==> src/rtl/alu_pkg.sv <==
// Shared ALU definitions: operation tags and the multiply sequencer state encoding.
// Imported by the decoder, the execute-stage mux and the multiply sequencer.
package alu_pkg;

  typedef logic [3:0] alu_tag_t;

  localparam alu_tag_t ALU_AND  = 4'b0000;
  localparam alu_tag_t ALU_ORR  = 4'b0001;
  localparam alu_tag_t ALU_ADD  = 4'b0010;
  localparam alu_tag_t ALU_LSL  = 4'b0011;
  localparam alu_tag_t ALU_LSR  = 4'b0100;
  localparam alu_tag_t ALU_PASS = 4'b0111;

  typedef enum logic [2:0] {
    IDLE,
    S_ADD,
    S_SHL,
    S_SHR,
    DONE
  } mul_state_t;

endpackage

==> src/rtl/alu_mul_seq_if.sv <==
// Bundle between the multiply sequencer, its requester/consumer and the shared ALU.
// The slave side is the sequencer; the master side is the requester plus the ALU.
interface alu_mul_seq_if #(
  parameter int WIDTH = 64
);
  import alu_pkg::*;

  logic             in_valid;
  logic             in_ready;
  logic [WIDTH-1:0] in_a;
  logic [WIDTH-1:0] in_b;

  logic             out_valid;
  logic             out_ready;
  logic [WIDTH-1:0] out_prod;

  logic             busy;
  logic [WIDTH-1:0] alu_r1;
  logic [WIDTH-1:0] alu_r2;
  alu_tag_t         alu_tag;
  logic [WIDTH-1:0] alu_out;
  logic             alu_zero;

  modport slave (
    input  in_valid, in_a, in_b, out_ready, alu_out, alu_zero,
    output in_ready, out_valid, out_prod, busy, alu_r1, alu_r2, alu_tag
  );

  modport master (
    output in_valid, in_a, in_b, out_ready, alu_out, alu_zero,
    input  in_ready, out_valid, out_prod, busy, alu_r1, alu_r2, alu_tag
  );

endinterface

==> src/rtl/alu_mul_seq.sv <==
// Shift-and-add multiplier that borrows the shared ALU for every add and shift.
// Produces the low WIDTH bits of a*b; owns the ALU only while busy is high.
module alu_mul_seq
  import alu_pkg::*;
#(
  parameter int WIDTH = 64,
  parameter int CNT_W = 6
) (
  input logic          clk,
  input logic          reset,
  alu_mul_seq_if.slave bus
);

  mul_state_t       state_q, state_d;
  logic [WIDTH-1:0] acc, mcand, mplier;
  logic [CNT_W-1:0] cnt;
  logic             last_iter;

  localparam logic [WIDTH-1:0] ONE      = {{(WIDTH-1){1'b0}}, 1'b1};
  localparam logic [CNT_W-1:0] CNT_LAST = CNT_W'(WIDTH - 1);

  // Stop once the shifted multiplier has no set bits left, or after the last bit.
  assign last_iter = bus.alu_zero || (cnt == CNT_LAST);

  // NOTE: state registers use non-blocking assignments so every flop samples
  // pre-edge values; blocking here would create order-dependent simulation.
  always_ff @(posedge clk or posedge reset) begin
    if (reset) state_q <= IDLE;
    else       state_q <= state_d;
  end

  // NOTE: every output gets a default before the case so no path leaves a
  // signal unassigned, which would otherwise infer a latch.
  always_comb begin
    state_d       = state_q;
    bus.in_ready  = 1'b0;
    bus.out_valid = 1'b0;
    bus.out_prod  = '0;
    bus.busy      = 1'b0;
    bus.alu_tag   = ALU_PASS;
    bus.alu_r1    = '0;
    bus.alu_r2    = '0;

    case (state_q)
      IDLE: begin
        bus.in_ready = 1'b1;
        if (bus.in_valid) state_d = S_ADD;
      end
      S_ADD: begin
        bus.busy    = 1'b1;
        bus.alu_tag = ALU_ADD;
        bus.alu_r1  = acc;
        bus.alu_r2  = mcand;
        state_d     = S_SHL;
      end
      S_SHL: begin
        bus.busy    = 1'b1;
        bus.alu_tag = ALU_LSL;
        bus.alu_r1  = mcand;
        bus.alu_r2  = ONE;
        state_d     = S_SHR;
      end
      S_SHR: begin
        bus.busy    = 1'b1;
        bus.alu_tag = ALU_LSR;
        bus.alu_r1  = mplier;
        bus.alu_r2  = ONE;
        state_d     = last_iter ? DONE : S_ADD;
      end
      DONE: begin
        bus.out_valid = 1'b1;
        bus.out_prod  = acc;
        if (bus.out_ready) state_d = IDLE;
      end
      default: state_d = IDLE;
    endcase
  end

  // Datapath: each state commits the ALU result it requested this cycle.
  always_ff @(posedge clk or posedge reset) begin
    if (reset) begin
      acc    <= '0;
      mcand  <= '0;
      mplier <= '0;
      cnt    <= '0;
    end else begin
      case (state_q)
        IDLE: begin
          if (bus.in_valid) begin
            mcand  <= bus.in_a;
            mplier <= bus.in_b;
            acc    <= '0;
            cnt    <= '0;
          end
        end
        S_ADD: begin
          if (mplier[0]) acc <= bus.alu_out;
        end
        S_SHL: mcand <= bus.alu_out;
        S_SHR: begin
          mplier <= bus.alu_out;
          if (!last_iter) cnt <= cnt + CNT_W'(1);
        end
        default: ;
      endcase
    end
  end

endmodule

==> src/flat_wrapper.sv <==
// flat-port wrapper written by rule: the top's interface ports become plain ports
module alu_mul_seq_flat import alu_pkg::*;
#(
  parameter int WIDTH = 64,
  parameter int CNT_W = 6
)
  (clk, reset, bus_in_valid, bus_in_a, bus_in_b, bus_out_ready, bus_alu_out, bus_alu_zero, bus_in_ready, bus_out_valid, bus_out_prod, bus_busy, bus_alu_r1, bus_alu_r2, bus_alu_tag);
  alu_mul_seq_if #(.WIDTH(WIDTH)) bus_i ();
  input logic clk;
  input logic reset;
  input wire logic [$bits(bus_i.in_valid)-1:0] bus_in_valid;
  input wire logic [$bits(bus_i.in_a)-1:0] bus_in_a;
  input wire logic [$bits(bus_i.in_b)-1:0] bus_in_b;
  input wire logic [$bits(bus_i.out_ready)-1:0] bus_out_ready;
  input wire logic [$bits(bus_i.alu_out)-1:0] bus_alu_out;
  input wire logic [$bits(bus_i.alu_zero)-1:0] bus_alu_zero;
  output wire logic [$bits(bus_i.in_ready)-1:0] bus_in_ready;
  output wire logic [$bits(bus_i.out_valid)-1:0] bus_out_valid;
  output wire logic [$bits(bus_i.out_prod)-1:0] bus_out_prod;
  output wire logic [$bits(bus_i.busy)-1:0] bus_busy;
  output wire logic [$bits(bus_i.alu_r1)-1:0] bus_alu_r1;
  output wire logic [$bits(bus_i.alu_r2)-1:0] bus_alu_r2;
  output wire logic [$bits(bus_i.alu_tag)-1:0] bus_alu_tag;
  assign bus_i.in_valid = bus_in_valid;
  assign bus_i.in_a = bus_in_a;
  assign bus_i.in_b = bus_in_b;
  assign bus_i.out_ready = bus_out_ready;
  assign bus_i.alu_out = bus_alu_out;
  assign bus_i.alu_zero = bus_alu_zero;
  assign bus_in_ready = bus_i.in_ready;
  assign bus_out_valid = bus_i.out_valid;
  assign bus_out_prod = bus_i.out_prod;
  assign bus_busy = bus_i.busy;
  assign bus_alu_r1 = bus_i.alu_r1;
  assign bus_alu_r2 = bus_i.alu_r2;
  assign bus_alu_tag = bus_i.alu_tag;
  alu_mul_seq #(.WIDTH(WIDTH), .CNT_W(CNT_W)) u_core (.clk(clk), .reset(reset), .bus(bus_i));
endmodule
==> config.mk <==
export PLATFORM = sky130hd
export DESIGN_NAME = alu_mul_seq_flat
export DESIGN_NICKNAME = d
export VERILOG_FILES = /design/src/rtl/alu_pkg.sv /design/src/rtl/alu_mul_seq_if.sv /design/src/rtl/alu_mul_seq.sv /design/src/flat_wrapper.sv
export SDC_FILE = /design/constraint.sdc
export NUM_CORES = 1
export LEC_CHECK = 0
export BUFFER_PORTS_ARGS = -buffer_cell sky130_fd_sc_hd__buf_2
export CAP_MARGIN = 25
export CORE_MARGIN = 5
export CORE_UTILIZATION = 37
export DETAILED_ROUTE_END_ITERATION = 16
export PLACE_DENSITY = 0.65
export SYNTH_ARGS = -nofsm -noshare
export SYNTH_HDL_FRONTEND = slang
export SYNTH_SLANG_ARGS = --single-unit
==> constraint.sdc <==
create_clock -name clk -period 14.75 [get_ports clk]
set_clock_uncertainty 0.05 [all_clocks]
set_input_delay 1.475 -clock clk [delete_from_list [all_inputs] [get_ports clk]]
set_output_delay 1.475 -clock clk [all_outputs]
set_load 0.02 [all_outputs]
==> impl_metrics.tcl <==
set metrics [dict create \
    drtIter0Drc 505 \
    clkSinkCount 201 \
    synth_ff_type "dfrtp_1" \
    gp_congestion 0.872 \
    wire_per_inst_um 19.0 \
    worst_setup_path_start_kind "flop" \
    ir_drop_mv 0.133 \
    clk_pin_slew_ns 0.06 \
    remaining_drc_errors 0 \
    drive_above_1_share_pct 33.0 \
    port_buffers 394 \
    core_mm2 0.0305 \
    clk_latency_ns 0.50 \
    grtUsageMet1_pct 27.7 \
    vias_per_cell 5.22 \
    cts_buffers 24 \
    grt_pass1_vias 10505 \
    yosysSeqAreaShare_pct 44.2 \
    cts_setup_buffers 0 \
    synthCells 1268 \
    postCtsHoldBufs 0 \
    die_w_um 185 \
    hold_path.class "reg2reg" \
    power_mw 3.44 \
    tightest_slew_ns 0.917 \
    fin_crit_sh_pct 33.2 \
    grt_max_degree 129 \
    max_freq_mhz 204 \
    post-route-util_pct 47.2 \
    setup_violations 0 \
    dieArea_mm2 0.0344 \
    overflow 0 \
    cts_tree "yes" \
    ff2ff_path_depth 6 \
    async_flop_share_pct 100 \
    ys_types 39 \
    critical-path-max-stage-delay_ns 0.82 \
    fin_nets 1787 \
    dp_slack_ns 10.41 \
    cpMostUsedCell "buf_4" \
    synth-seq-cells 201 \
    rsz0062_at_grt "false" \
    cap_violations 0 \
    htreeDepth 1 \
    slew_violations 0 \
    hold_ws_ns 0.423 \
    use_met3_pct 3.52 \
    synth.top_cell.area_share_pct 44.2 \
    placed_area_mm2 0.0135 \
    yosysWarnings 0 \
    track_usage_pct 21.1 \
    crit_path_end_kind "output pin" \
    first_pass_iters 5 \
    synth_top_cell_by_area "dfrtp_1" \
    whs_path_depth 2 \
    initial_utilization_pct 37.3 \
    cts_root_buf "clkbuf_16" \
    n_fill_cell 2916 \
    dp_hpwl_um 25900 \
    cts-resized-gates 0 \
    criticalPathCategory "reg2out" \
    io_pins 396 \
    grt_pass1_wl_um 58700 \
    worstPathCellList "buf_4 > nand2b_1 > nor2_4 > buf_4 > and2_1 > buf_2" \
    layout.cells.non_filler 2005 \
    tns_ns 0 \
    grt_util_met2_pct 36.0 \
    syn_nets 1466 \
    arrival_ns 3.37 \
    max_slew_margin_pct 38.8 \
    syn_avg_cell_area_um2 8.97 \
    status "complete, no violations" \
    row_count 64 \
    power_leakage_nw 7.71 \
    gr-max-usage-layer "met2" \
    cts_buffer_depth 3 \
    cp_max_fo 72 \
    final_antenna_net_count 0 \
    min_period_ns 4.89 \
    synth_edf_count 0 \
    wl_um 38100 \
    cp_slowest_cell "dfrtp_4" \
    areaGrowthSynthToFinish_pct 26.6 \
    dp_cells 1957 \
    power.density_mw_per_mm2 238 \
    num_vias 10459 \
    synthesis.area_mm2 0.0114 \
    fin_ws_ns 9.86 \
    final_cell_area_mm2 0.0144 \
    hold_viol_final 0 \
    synthTopCellsByArea "dfrtp_1 (44%), mux2i_1 (11%), nand2_1 (8.5%)" \
    die_h_um 185 \
    required_ns 13.23 \
    grt_antenna_before_repair 3 \
]
## layout make-up
type                    count  area (um2)  share of cell area (%)
diodes                      2        5.00                  0.0347
repair buffers            412        2160                    15.0
multi-input cells         945        5790                    40.2
flip-flops and latches    201        5040                    35.0
clock inverters            10         150                    1.04
well taps                 396         495                    3.44
inverters                   5        28.8                   0.200
clock buffers              34         739                    5.13
## path summary, 6_finish.rpt
kind / slack, ns / start / end
min in group asynchronous: 0.87 / reset / u_core.mcand[60]
max: 9.86 / u_core.state_q[0] / bus_alu_r2[3]
max reg2reg: 11.21 / u_core.state_q[2] / u_core.mcand[62]
max in group asynchronous: 12.34 / reset / u_core.state_q[2]
min reg2reg: 0.42 / u_core.mplier[62] / u_core.mplier[62]
min: 0.42 / u_core.mplier[62] / u_core.mplier[62]
## cells by family after synthesis
kind of cell / after synthesis / synth area share, %
compound gates: 273 / 13.8
other cells: 1 / 0.0330
buf+inv: 122 / 5.32
fa+ha+maj: 1 / 0.110
flops: 201 / 44.2
simple gates: 477 / 18.9
mux: 193 / 17.7
## synthesized netlist by cell type, types with 2 or more instances
library cell	instances
nand2_1	259
dfrtp_1	201
o21ai_0	156
mux2i_1	129
nor2_1	77
and3_1	65
a22oi_1	64
mux2_2	64
and2_1	63
clkbuf_1	57
o21ai_1	37
buf_2	24
buf_4	20
buf_1	9
a21oi_1	7
buf_6	5
inv_1	4
a31oi_1	2
nand2b_1	2
nor2b_1	2
nor3_1	2
or3_1	2
## layer usage
layer	up-vias	routed length (um)
met5	-	27
li1	4996	-
met2	368	18700
met3	67	2640
met1	5024	15700
met4	4	984
## critical path: cells and delay by family (launching register included)
family                 cells  cell delay, ns
AND/OR/NAND/NOR            3            0.64
buffers and inverters      3            1.29
flip-flops                 1            0.82
## layout by cell type (no fill, tap or decap), types with 2 or more instances in the layout
cell	instances
a21oi_1	7
mux2_2	64
bufinv_16	4
nand2_1	259
a31oi_1	2
nor2_1	75
clkbuf_8	8
clkbuf_16	25
clkinv_2	6
and3_1	65
nor3_1	2
mux2i_1	129
dfrtp_4	3
and2_1	63
buf_4	15
diode_2	2
buf_16	2
o21ai_1	37
nor2_4	2
a22oi_1	64
inv_1	3
buf_2	394
o21ai_0	155
dfrtp_1	198
nand2b_1	2
## power breakdown
part	leakage [nW]	total, mW	internal, mW	switching (mW)
sequential	2.56	1.05	0.818	0.231
clock	0.447	0.654	0.417	0.237
combinational	4.71	1.73	0.628	1.11
## registers in the layout, summed over array words and instances, names as in the netlist
name,cells
u_core.acc,64
u_core.mcand,64
u_core.mplier,64
u_core.cnt,6
u_core.state_q,3
Power figures use the tool's default switching activity.
